--- config.mk ---
export PLATFORM = sky130hd
export DESIGN_NAME = sixty_four_bit_brentkung
export DESIGN_NICKNAME = d
export VERILOG_FILES = /design/src/rtl/sixty_four_bit_brentkung.sv
export SDC_FILE = /design/constraint.sdc
export NUM_CORES = 1
export LEC_CHECK = 0
export CORE_MARGIN = 1
export CORE_UTILIZATION = 34
export CTS_CLUSTER_DIAMETER = 100
export DETAILED_ROUTE_END_ITERATION = 6
export PLACE_DENSITY = 0.71
export SETUP_SLACK_MARGIN = 0.15
export SLEW_MARGIN = 20
export SYNTH_ARGS = -nofsm -noshare
export SYNTH_HDL_FRONTEND = slang
export SYNTH_SLANG_ARGS = --single-unit
--- constraint.sdc ---
create_clock -name clk -period 4.81 [get_ports clk]
set_input_delay 0.962 -clock clk [delete_from_list [all_inputs] [get_ports clk]]
set_output_delay 0.962 -clock clk [all_outputs]
set_load 0.02 [all_outputs]
--- src/rtl/sixty_four_bit_brentkung.sv ---
// 64-bit Brent-Kung parallel-prefix adder with registered {cout, sum}.
// The adder core is purely combinational; the only state is the output register.
module sixty_four_bit_brentkung (
  input  logic        clk,
  input  logic        rst,
  input  logic [63:0] A,
  input  logic [63:0] B,
  input  logic        cin,
  output logic [63:0] sum,
  output logic        cout
);

  logic [63:0] g_pre;
  logic [63:0] p_pre;
  logic [63:0] g_pfx;
  logic [63:0] p_pfx;
  logic [64:0] carry;

  logic [63:0] sum_d;
  logic [63:0] sum_q;
  logic        cout_d;
  logic        cout_q;

  // Prefix network evaluated in place: at each level the positions that get
  // updated never serve as the right-hand operand of another cell on that level.
  always_comb begin
    int j;
    j     = 0;
    g_pre = A & B;
    p_pre = A ^ B;
    g_pfx = g_pre;
    p_pfx = p_pre;

    // Up-sweep: level k merges spans of 2^k ending at bit i, (i+1) mod 2^k == 0.
    for (int k = 1; k <= 6; k++) begin
      for (int i = 0; i < 64; i++) begin
        if (((i + 1) % (1 << k)) == 0) begin
          j        = i - (1 << (k - 1));
          g_pfx[i] = g_pfx[i] | (p_pfx[i] & g_pfx[j]);
          p_pfx[i] = p_pfx[i] & p_pfx[j];
        end
      end
    end

    // Down-sweep: fill the mid-span positions from the nearest complete prefix.
    for (int k = 5; k >= 1; k--) begin
      for (int i = 0; i < 64; i++) begin
        if ((i >= (1 << k)) && (((i + 1) % (1 << k)) == (1 << (k - 1)))) begin
          j        = i - (1 << (k - 1));
          g_pfx[i] = g_pfx[i] | (p_pfx[i] & g_pfx[j]);
          p_pfx[i] = p_pfx[i] & p_pfx[j];
        end
      end
    end

    // cin enters as c_0 and is folded into every prefix through its group propagate.
    carry[0] = cin;
    for (int i = 0; i < 64; i++) begin
      carry[i + 1] = g_pfx[i] | (p_pfx[i] & cin);
    end

    if (rst) begin
      sum_d  = 64'h0;
      cout_d = 1'b0;
    end else begin
      sum_d  = p_pre ^ carry[63:0];
      cout_d = carry[64];
    end
  end

  always_ff @(posedge clk) begin
    sum_q  <= sum_d;
    cout_q <= cout_d;
  end

  assign sum  = sum_q;
  assign cout = cout_q;

endmodule

# --- Yosys cells after proc, flatten, opt, wreduce, memory -nomap -nowiden ---
# Cells that the tools add are included.
totals:
  reg_bits: 65
  input_bits: 131
  output_inout_bits: 65
classes:
  n_bitwise: 491
ops:
  columns: ["operator", "n"]
  rows:
  - ["$and A1 B1 Y1", 304]
  - ["$or A1 B1 Y1", 184]
  - ["$xor A64 B64 Y64", 2]
  - ["$and A64 B64 Y64", 1]

# --- Depth between registers and ports, before layout ---
# Gate-level depths: netlist (run 1).
logic_depth:
  depth_word: 23
  ltp_mapped: 10

# --- Worst setup path before layout (run 1) ---
# OpenSTA, ideal clock, no wires.
synth_timing:
  path_kind: "input to register"
  from: "input port A[15]"
  to: "register sum_q[23] (netlist: sum[23])"
  setup_ns: 0.123
  arrival_time_ns: 3.164
  required_ns: 4.687
  setup_slack_ns: 1.523
  cell_stages: 10
  cell_sequence: "ha_1 nand4_1 or3_1 a2bb2oi_2 a31oi_2 or2_1 a21o_1 a21o_1 a21oi_1 mux2_1"
synth_via:
  elab_chain_cells: 14
  elab_cells_between_ends: 26
  classes_between: "bitwise (26)"
synth_lines:
  columns: ["item", "line", "text"]
  rows:
  - ["start, declared", "6", "input logic [63:0] A,"]
  - ["$xor A64 B64 Y64", "30", "p_pre = A ^ B;"]
  - ["$and A1 B1 Y1, on equally long branches", "39, 40", null]
  - ["$or A1 B1 Y1, or another cell as far along (2 in series)", "39", "g_pfx[i] = g_pfx[i] | (p_pfx[i] & g_pfx[j]);"]
  - ["$or A1 B1 Y1 or $and A1 B1 Y1 (tied branches)", "39", null]
  - ["$or A1 B1 Y1", "39", null]
  - ["$and A1 B1 Y1", "50", "g_pfx[i] = g_pfx[i] | (p_pfx[i] & g_pfx[j]);"]
  - ["$or A1 B1 Y1", "50", null]
  - ["$and A1 B1 Y1", "50", null]
  - ["$or A1 B1 Y1", "50", null]
  - ["$and A1 B1 Y1", "50", null]
  - ["$or A1 B1 Y1", "50", null]
  - ["$or A1 B1 Y1 *", "59", "carry[i + 1] = g_pfx[i] | (p_pfx[i] & cin);"]
  - ["$xor A64 B64 Y64 *", "66", "sum_d = p_pre ^ carry[63:0];"]
  - ["end signal, assigned", "72", "sum_q <= sum_d;"]
  - ["end, declared", "20", "logic [63:0] sum_q;"]
# Mark *: on every way between the ends. The rest lies on a longest branch, timed or not.
# A chain may end at the register's enable or synchronous reset.

# --- Final worst setup path (run 1) ---
layout_timing:
  from: "input port A[37]"
  to: "register sum_q[63] (netlist: sum[63])"
layout_via:
  elab_chain_cells: 19
  elab_cells_between_ends: 32
  classes_between: "bitwise (32)"
layout_lines:
  columns: ["item", "line"]
  rows:
  - ["$xor A64 B64 Y64", "30"]
  - ["$and A1 B1 Y1", "39"]
  - ["$or A1 B1 Y1", "39"]
  - ["$and A1 B1 Y1", "39"]
  - ["$or A1 B1 Y1 (2 in series)", "39"]
  - ["$and A1 B1 Y1", "39"]
  - ["$or A1 B1 Y1", "39"]
  - ["$or A1 B1 Y1", "50"]
  - ["[... 2 more ...]", null]
  - ["$and A1 B1 Y1", "50"]
  - ["$or A1 B1 Y1", "50"]
  - ["$and A1 B1 Y1", "50"]
  - ["$or A1 B1 Y1", "50"]
  - ["$and A1 B1 Y1", "50"]
  - ["$or A1 B1 Y1", "50"]
  - ["$or A1 B1 Y1 *", "59"]
  - ["$xor A64 B64 Y64 *", "66"]
# Marked as above.

==> results of run 1 <==
logic make-up (layout without fill, tap and decap cells):
logic type / Yosys count / count (layout)
xor+xnor: 38 / 38
mux: 7 / 7
simple gates: 160 / 160
fa+ha+maj: 65 / 65
flops: 65 / 65
compound gates: 122 / 122
buf+inv: 22 / 226
per-stage QoR:
stage,std cells,instance area [µm²]
floorplan,479,4430
global placement,839,6570
detailed placement,839,6570
CTS,855,6860
global route,855,6860
finish,855,6860
power by group through the flow:
stage	Sequential, mW	Clock, mW	Combinational [mW]
detailed placement	0.642	0	0.756
global route	0.635	0.687	0.820
finish	0.631	0.645	0.754
CTS	0.631	0.664	0.760
floorplan	0.734	0	0.341
global placement	0.641	0	0.743
cell type report:
type | instances | area [µm²] | area share [%]
clock buffer | 13 | 250 | 3.65
timing repair buffer | 196 | 1950 | 28.5
sequential | 65 | 1300 | 19.0
tap | 172 | 215 | 3.14
clock inverter | 3 | 40.0 | 0.584
inverter | 14 | 52.6 | 0.766
multi-input combinational | 392 | 3050 | 44.4
routing by layer:
layer,share of wire (%),global-route usage [%],vias up
li1,-,-,2140
met1,40,18.1,1926
met2,51,33.3,125
met3,6.7,4.88,25
met4,2.7,8.97,0
met5,0,0,-
synthesized netlist by cell type (7+ instances only):
cell and number:
clkbuf_1 7, nand2_1 21, xnor2_1 27, nand3_1 7, o21ai_0 13, ha_1 64, o21a_1 8, nor2_1 60
xor2_1 11, nor2b_1 14, a21oi_1 35, nand4_1 9, a21o_1 14, inv_1 14, nor3_1 22, dfxtp_1 65
state kept, by name (all words and copies together), names as in the netlist:
| name | cells |
|---|---|
| sum | 64 |
| cout | 1 |
worst max path at each step:
stage / cells after the start / startpoint / slack (ns) / end
6_report: 10 / A[37] / 1.10 / sum[63]$_SDFF_PP0_
5_1_grt: 11 / A[35] / 0.88 / sum[63]$_SDFF_PP0_
4_1_cts: 10 / A[37] / 1.02 / sum[63]$_SDFF_PP0_
3_5_place_dp: 11 / A[35] / 0.69 / sum[63]$_SDFF_PP0_
3_3_place_gp: 11 / A[15] / 0.76 / sum[23]$_SDFF_PP0_
2_1_floorplan: 10 / A[15] / 1.52 / sum[23]$_SDFF_PP0_
critical path, cell delays in order:
cell and delay (ns):
clkdlybuf4s50_1 0.41, ha_1 0.36, a2111o_1 0.45, o311ai_1 0.34, o211ai_1 0.25, o31ai_4 0.38
a31oi_4 0.15, a311oi_2 0.36, xor2_1 0.20, nor2_1 0.05
==> flow_metrics.env, run 1 <==
export IMPL_p_sw_share_pct=30.4
export IMPL_status="complete, no violations"
export IMPL_maxCapViolCount=0
export IMPL_power_frac_comb_pct=37.1
export IMPL_grt_usage_pct=17.8
export IMPL_overflow=0
export IMPL_io_buffer_count=195
export IMPL_power_share_clock_pct=31.8
export IMPL_areaGrowthSynthToFinish_pct=54.8
export IMPL_synthDominantCellAreaShare_pct=29.4
export IMPL_worstPathRequired_ns=5.02
export IMPL_yosysTopAreaCell="dfxtp_1"
export IMPL_hold_violations=0
export IMPL_ctsResizeCount=0
export IMPL_vias=4216
export IMPL_clkSinkCount=65
export IMPL_p_seq_share_pct=31.1
export IMPL_p_leak_nw=2.79
export IMPL_synth_compound_area_share_pct=22.6
export IMPL_core_um2=12700
export IMPL_die_width_um=116
export IMPL_hold_path_depth=2
export IMPL_layout_nets=874
export IMPL_seq_area_frac_synth_pct=29.4
export IMPL_synth_top_family_by_area="compound AO/OA/AOI/OAI gates"
export IMPL_wire_per_inst_um=13.9
export IMPL_synth_edf_count=0
export IMPL_syn_num_nets=675
export IMPL_layout_drive_gt1_share_pct=7.32
export IMPL_root_buffer="clkbuf_16"
export IMPL_slew_headroom_pct=52.1
export IMPL_async_reset_ff_share_pct=0
export IMPL_num_antenna_cells=0
export IMPL_period_minus_slack_ns=3.71
export IMPL_pre_cts_ws_ns=0.687
export IMPL_rsz0062_at_grt="no"
export IMPL_setup_viol=0
export IMPL_synth_cells=479
export IMPL_drtIter0Drc=127
export IMPL_worst_setup_path_type="in -> reg"
export IMPL_p_switching_mw=0.616
export IMPL_fin_util_pct=54.2
export IMPL_antenna_found_initial=0
export IMPL_cts_hold_buf=0
export IMPL_layout_commonest_cell="clkdlybuf4s50_1"
export IMPL_fmax_mhz=270
export IMPL_synth_ff_type="dfxtp_1"
export IMPL_clk_pin_slew_ns=0.05
export IMPL_holdWs_ns=1.17
export IMPL_ios=196
export IMPL_cts_made_buffers=9
export IMPL_synth_warnings=0
export IMPL_post_cts_buffers=0
export IMPL_worst_slack_ns=1.10
export IMPL_synth_area_leaders="dfxtp_1, ha_1, xnor2_1"
export IMPL_cts_tree="yes"
export IMPL_grt_max_degree=40
export IMPL_synth_mux_area_share_pct=1.86
export IMPL_final_max_slew_viol_count=0
export IMPL_total_power_mw=2.03
export IMPL_routed_wirelength_mm=11.8
export IMPL_num_rows=41
export IMPL_drtPass1Iterations=4
export IMPL_initial_core_util_pct=35.0
export IMPL_avgSynthCellArea_um2=9.25
export IMPL_cp_end_kind="flip-flop"
export IMPL_h_tree_depth=3
export IMPL_setup_tns_ns=0
export IMPL_grt_first_pass_wirelength_mm=18.7
export IMPL_hold_path_class="in -> reg"
export IMPL_drcViolationCount=0
export IMPL_startpoint_type="primary input"
export IMPL_peakVddDrop_uv=183
export IMPL_synth_simple_gate_area_share_pct=18.2
export IMPL_fp_dieH_um=116
export IMPL_synth_xor_area_share_pct=7.51
export IMPL_antenna_left=0
export IMPL_p_per_area_nw_per_um2=296
export IMPL_via_per_inst=4.93
export IMPL_worstMarginPinSlew_ns=0.719
export IMPL_hold_start="rst"
export IMPL_hold_path_end="sum[22]$_SDFF_PP0_"
export IMPL_synth_distinct_cells=68
export IMPL_fin_crit_sh_pct=77.1
export IMPL_internal_power_mw=1.41
export IMPL_die_area_um2=13500
export IMPL_fill_cells=1154
export IMPL_gp_congestion=0.813
export IMPL_ys_ff_latch=65
export IMPL_crit_fanout=5
export IMPL_cts_buffer_depth=2
export IMPL_synthesis_area_um2=4430
export IMPL_layout_common_cells="clkdlybuf4s50_1, dfxtp_1, ha_1, nor2_1, a21oi_1"
export IMPL_grt_pass1_vias=4281
export IMPL_cp_arrival_ns=3.92
export IMPL_synth_adder_area_share_pct=18.5
export IMPL_dp_hpwl_mm=9.89
(Power assumes the default switching activity.)
==> run 2, diff against run 1 <==
PLACE_DENSITY = 0.74   (was 0.71)
clock period = 3 ns   (was 4.81 ns; I/O delays follow)
==> run 2 against run 1 <==
Die area unchanged. Power increased by 89%. Sequential power increased by 60%. Via count increased by 20%. Combinational power increased by 120%. Count of clock-buffer cells in the layout increased by 2. Critical path type unchanged. Setup slack got worse by 0.91 ns. Clock power increased by 78%. Global-route usage increased by 4.6 points. First-iteration DRC count increased by 4.7%. Worst hold slack got worse by 0.50 ns.
==> flow_metrics.env, run 2 (synthesis gave the netlist of run 1 again) <==
export IMPL_crit_fanout=4
export IMPL_grt_max_degree=38
export IMPL_initial_core_util_pct=35.0
export IMPL_die_area_um2=13500
export IMPL_die_width_um=116
export IMPL_ios=196
export IMPL_final_area_um2=9160
export IMPL_io_buffer_count=195
export IMPL_layout_commonest_cell="buf_4"
export IMPL_cts_hold_buf=0
export IMPL_crit_start="B[51]"
export IMPL_h_tree_depth=3
export IMPL_hold_start="B[11]"
export IMPL_vias=5044
export IMPL_period_minus_slack_ns=2.81
export IMPL_hold_violations=0
export IMPL_layout_common_cells="buf_4, clkdlybuf4s50_1, dfxtp_1, nor2_1, ha_4"
export IMPL_hold_path_class="in -> reg"
export IMPL_peakVddDrop_uv=273
export IMPL_overflow=0
export IMPL_num_antenna_cells=0
export IMPL_hold_path_depth=4
export IMPL_drcViolationCount=0
export IMPL_grt_first_pass_wirelength_mm=23.5
export IMPL_antenna_left=0
export IMPL_layout_drive_gt1_share_pct=42.0
export IMPL_slew_headroom_pct=66.2
export IMPL_via_per_inst=4.91
export IMPL_clkSinkCount=65
export IMPL_cts_made_buffers=9
export IMPL_core_um2=12700
export IMPL_antenna_found_initial=0
export IMPL_worst_setup_path_type="in -> reg"
export IMPL_cp_arrival_ns=3.06
export IMPL_rsz0062_at_grt="yes"
export IMPL_place_area_um2=7520
export IMPL_areaGrowthSynthToFinish_pct=107
export IMPL_grt_usage_pct=22.4
export IMPL_startpoint_type="primary input"
export IMPL_drtPass1Iterations=4
export IMPL_dpl_cell_count=962
export IMPL_clk_pin_slew_ns=0.05
export IMPL_hold_path_end="sum[11]$_SDFF_PP0_"
export IMPL_final_max_slew_viol_count=0
export IMPL_maxCapViolCount=0
export IMPL_instances_no_fill=1027
export IMPL_fmax_mhz=356
export IMPL_num_rows=41
export IMPL_wire_per_inst_um=15.7
export IMPL_cts_buffer_depth=2
export IMPL_grt_pass1_vias=5185
export IMPL_worstPathRequired_ns=3.25
export IMPL_p_leak_nw=4.06
export IMPL_worstMarginPinSlew_ns=0.501
export IMPL_gp_congestion=0.855
export IMPL_p_per_area_nw_per_um2=420
export IMPL_layout_nets=1046
export IMPL_setup_viol=0
export IMPL_status="complete, no violations"
export IMPL_routed_wirelength_mm=16.1
export IMPL_dp_hpwl_mm=10.9
export IMPL_largest_reg_flops=64
export IMPL_cp_end_kind="flip-flop"
export IMPL_cts_tree="yes"
export IMPL_holdWs_ns=0.673
export IMPL_drtIter0Drc=133
export IMPL_fin_crit_sh_pct=93.6
export IMPL_root_buffer="clkbuf_16"
export IMPL_fp_dieH_um=116
run 2: cell count changes in the layout (fill, tap and decap cells not counted), sizes merged:
cell	before	now
buf	2	194
clkdlybuf4s15	0	9
dlygate4sd2	0	26
clkdlybuf4s50	194	101
dlymetal6s2s	0	24
clkbuf	13	29
clkinv	2	0
run 2: power breakdown:
group          switching [mW]  leakage [nW]  internal (mW)  total, mW
registers              0.0324         0.542          0.980       1.01
logic                   0.756          3.36          0.928       1.68
clock network           0.390         0.162          0.757       1.15
total                    1.18          4.06           2.67       3.84
run 2: per-layer routing:
layer / vias up / routed length [µm] / GRT usage, %
met4: 0 / 406 / 10.9
met1: 2387 / 6070 / 23.3
li1: 2481 / - / -
met2: 142 / 8960 / 43.7
met3: 34 / 654 / 3.37
met5: - / 0 / 0
run 2: final cells by class:
cell class | count | area, µm²
Inverter | 14 | 52.6
Timing Repair Buffer | 368 | 3270
Clock inverter | 1 | 30.0
Multi-Input combinational cell | 392 | 3990
Fill cell | 883 | 3510
Tap cell | 172 | 215
Sequential cell | 65 | 1300
Clock buffer | 15 | 298
run 2: how the worst max path moves through the flow:
| stage | to | slack, ns | cells after the start |
|---|---|---|---|
| CTS | sum[62]$_SDFF_PP0_ | 0.1 | 11 |
| detailed placement | sum[39]$_SDFF_PP0_ | -0.50 | 12 |
| global placement | sum[53]$_SDFF_PP0_ | -0.44 | 10 |
| global route | sum[51]$_SDFF_PP0_ | 0.09 | 13 |
| finish | sum[62]$_SDFF_PP0_ | 0.19 | 11 |
| floorplan | sum[23]$_SDFF_PP0_ | 0.14 | 10 |
run 2: per-stage QoR:
stage	power, mW	TNS (ns)	setup slack (ns)	util [%]
after floorplan	1.73	0	0.140	-
final	3.84	0	0.193	72.3
after global placement	2.42	-12.67	-0.439	59.3
after detailed placement	2.45	-14.81	-0.496	59.3
after CTS	3.74	0	0.0978	68.1
after global routing	4.03	0	0.0851	72.3
run 2: repair_timing:
| item | CTS | global route |
|---|---|---|
| pin swaps | 81 | 83 |
| buffers inserted | 33 | 16 |
| gates resized for setup | 190 | 151 |
| setup endpoints to repair | 34 | 31 |
run 2: critical path: stages:
cell and delay (ns):
clkdlybuf4s50_1 0.50, ha_4 0.22, a21oi_2 0.17, o21ai_2 0.11, a221oi_4 0.27, o211ai_1 0.19, o31ai_4 0.26, a31oi_4 0.13
o21a_1 0.23, o21a_1 0.21, nor3_2 0.16
==> run 3, diff against run 2 <==
CORE_ASPECT_RATIO = 0.8   (was default)
GPL_ROUTABILITY_DRIVEN = 1   (was default)
==> run 3 against run 2 <==
Core utilization rose by 0.66 points. Worst hold slack improved by 0.040 ns. Cell area fell by 0.98%. Power rose by 5.9%. Routed wire length rose by 5.5%. Sequential power barely moved. Via count rose by 0.42%. Largest cell class unchanged. Highest routed layer unchanged.
==> flow_metrics.env, run 3 (synthesis gave the netlist of run 1 again) <==
export IMPL_clkSinkCount=65
export IMPL_worst_slack_ns=0.212
export IMPL_p_switching_mw=1.23
export IMPL_root_buffer="clkbuf_16"
export IMPL_via_per_inst=4.94
export IMPL_cts_tree="yes"
export IMPL_cts_buffer_depth=2
export IMPL_cp_end_kind="flip-flop"
export IMPL_antenna_found_initial=0
export IMPL_dpl_cell_count=954
export IMPL_grt_max_degree=46
export IMPL_ios=196
export IMPL_place_area_um2=7470
export IMPL_num_rows=36
export IMPL_vias=5065
export IMPL_slew_headroom_pct=35.4
export IMPL_wire_per_inst_um=16.6
export IMPL_hold_path_class="in -> reg"
export IMPL_internal_power_mw=2.84
export IMPL_peakVddDrop_uv=303
export IMPL_crit_chain="buf_2 -> ha_4 -> nand4_1 -> or3_4 -> a2bb2oi_4 -> buf_12 -> a311oi_4 -> buf_4 -> o31ai_4 -> a21oi_2 -> o21a_1 -> o21a_1 -> nor3_2"
export IMPL_pre_cts_ws_ns=-0.553
export IMPL_maxCapViolCount=0
export IMPL_fp_dieH_um=104
export IMPL_grt_first_pass_wirelength_mm=25.0
export IMPL_io_buffer_count=195
export IMPL_instances_no_fill=1025
export IMPL_worstPathRequired_ns=3.20
export IMPL_hold_violations=0
export IMPL_period_minus_slack_ns=2.79
export IMPL_layout_nets=1045
export IMPL_crit_fanout=5
export IMPL_worstMarginPinSlew_ns=0.969
export IMPL_overflow=0
export IMPL_drtPass1Iterations=4
export IMPL_layout_common_cells="buf_4, clkdlybuf4s50_1, dfxtp_1, nor2_1, ha_4"
export IMPL_final_area_um2=9070
export IMPL_drcViolationCount=0
export IMPL_drtIter0Drc=168
export IMPL_power_share_clock_pct=33.3
export IMPL_rsz0062_at_grt="yes"
export IMPL_h_tree_depth=3
export IMPL_fill_cells=853
export IMPL_routed_wirelength_mm=17.0
export IMPL_total_power_mw=4.07
export IMPL_grt_pass1_vias=5369
export IMPL_p_sw_share_pct=30.2
export IMPL_setup_viol=0
export IMPL_multiInputGateArea_um2=3990
export IMPL_cts_made_buffers=9
export IMPL_antenna_left=0
export IMPL_die_area_um2=13500
export IMPL_fmax_mhz=359
export IMPL_cp_arrival_ns=2.99
export IMPL_max_stage_delay_ns=0.43
export IMPL_p_seq_share_pct=24.9
export IMPL_fin_util_pct=72.9
export IMPL_grt_usage_pct=23.6
export IMPL_areaGrowthSynthToFinish_pct=105
export IMPL_regArea_um2=1300
export IMPL_p_per_area_nw_per_um2=449
export IMPL_core_um2=12400
export IMPL_layout_commonest_cell="buf_4"
export IMPL_power_frac_comb_pct=41.8
export IMPL_num_antenna_cells=0
export IMPL_fin_crit_sh_pct=92.9
export IMPL_clk_pin_slew_ns=0.06
export IMPL_final_max_slew_viol_count=0
export IMPL_die_width_um=130
export IMPL_dp_hpwl_mm=11.4
export IMPL_gp_congestion=0.912
export IMPL_slowest_stage="or3_4"
export IMPL_worst_setup_path_type="in -> reg"
export IMPL_crit_top_cell="o21a_1"
export IMPL_status="complete, no violations"
export IMPL_startpoint_type="primary input"
export IMPL_p_leak_nw=3.97
export IMPL_holdWs_ns=0.712
export IMPL_initial_core_util_pct=35.6
export IMPL_layout_drive_gt1_share_pct=42.6
export IMPL_largest_reg_flops=64
export IMPL_setup_tns_ns=0
run 3: cell count changes in the layout (fill, tap and decap cells not counted), sizes merged:
cell	delta
dlymetal6s2s	-10
clkbuf	+13
clkdlybuf4s15	+10
dlygate4sd2	+12
buf	-13
clkinv	+1
clkdlybuf4s50	-17
bufinv	+3
run 3: cell type report:
class / count / area share (%)
multi-input cells: 392 / 44.1
repair buffers: 367 / 34.5
flip-flops and latches: 65 / 14.4
clock buffers: 11 / 2.79
well taps: 171 / 2.36
clock inverters: 5 / 1.38
inverters: 14 / 0.580
run 3: power groups by stage:
stage	Clock [mW]	Sequential, mW	Combinational (mW)
2_1_floorplan	0	1.18	0.550
3_3_place_gp	0	1.03	1.38
3_5_place_dp	0	1.03	1.42
4_1_cts	1.37	1.02	1.58
5_1_grt	1.41	1.02	1.82
6_report	1.35	1.02	1.70
run 3: final timing paths:
kind | start | to | slack, ns | depth (start not counted)
worst max-delay path | B[5] | sum[47]$_SDFF_PP0_ | 0.21 | 13
worst min-delay path | B[0] | sum[0]$_SDFF_PP0_ | 0.71 | 3
run 3: what timing repair did:
item	CTS	global route
hold endpoints to repair	0	0
pin swaps	98	82
hold buffers	0	0
gates resized for setup	208	147
setup endpoints to repair	38	31
buffers inserted	37	18
run 3: metal layers:
metal,share of wire (%),routed length [µm],up-vias,GRT usage [%]
met5,0,0,-,0
met4,2.0,344,0,8.97
met3,5.4,916,34,6.33
met2,53,8990,158,43.8
met1,40,6730,2390,25.0
li1,-,-,2483,-
run 3: critical path: cells and delay by family:
kind / cells / cell delay, ns
AO/OA/AOI/OAI: 6 / 1.03
adder cells (fa/ha/maj): 1 / 0.26
buffers and inverters: 3 / 0.46
AND/OR/NAND/NOR: 3 / 0.64
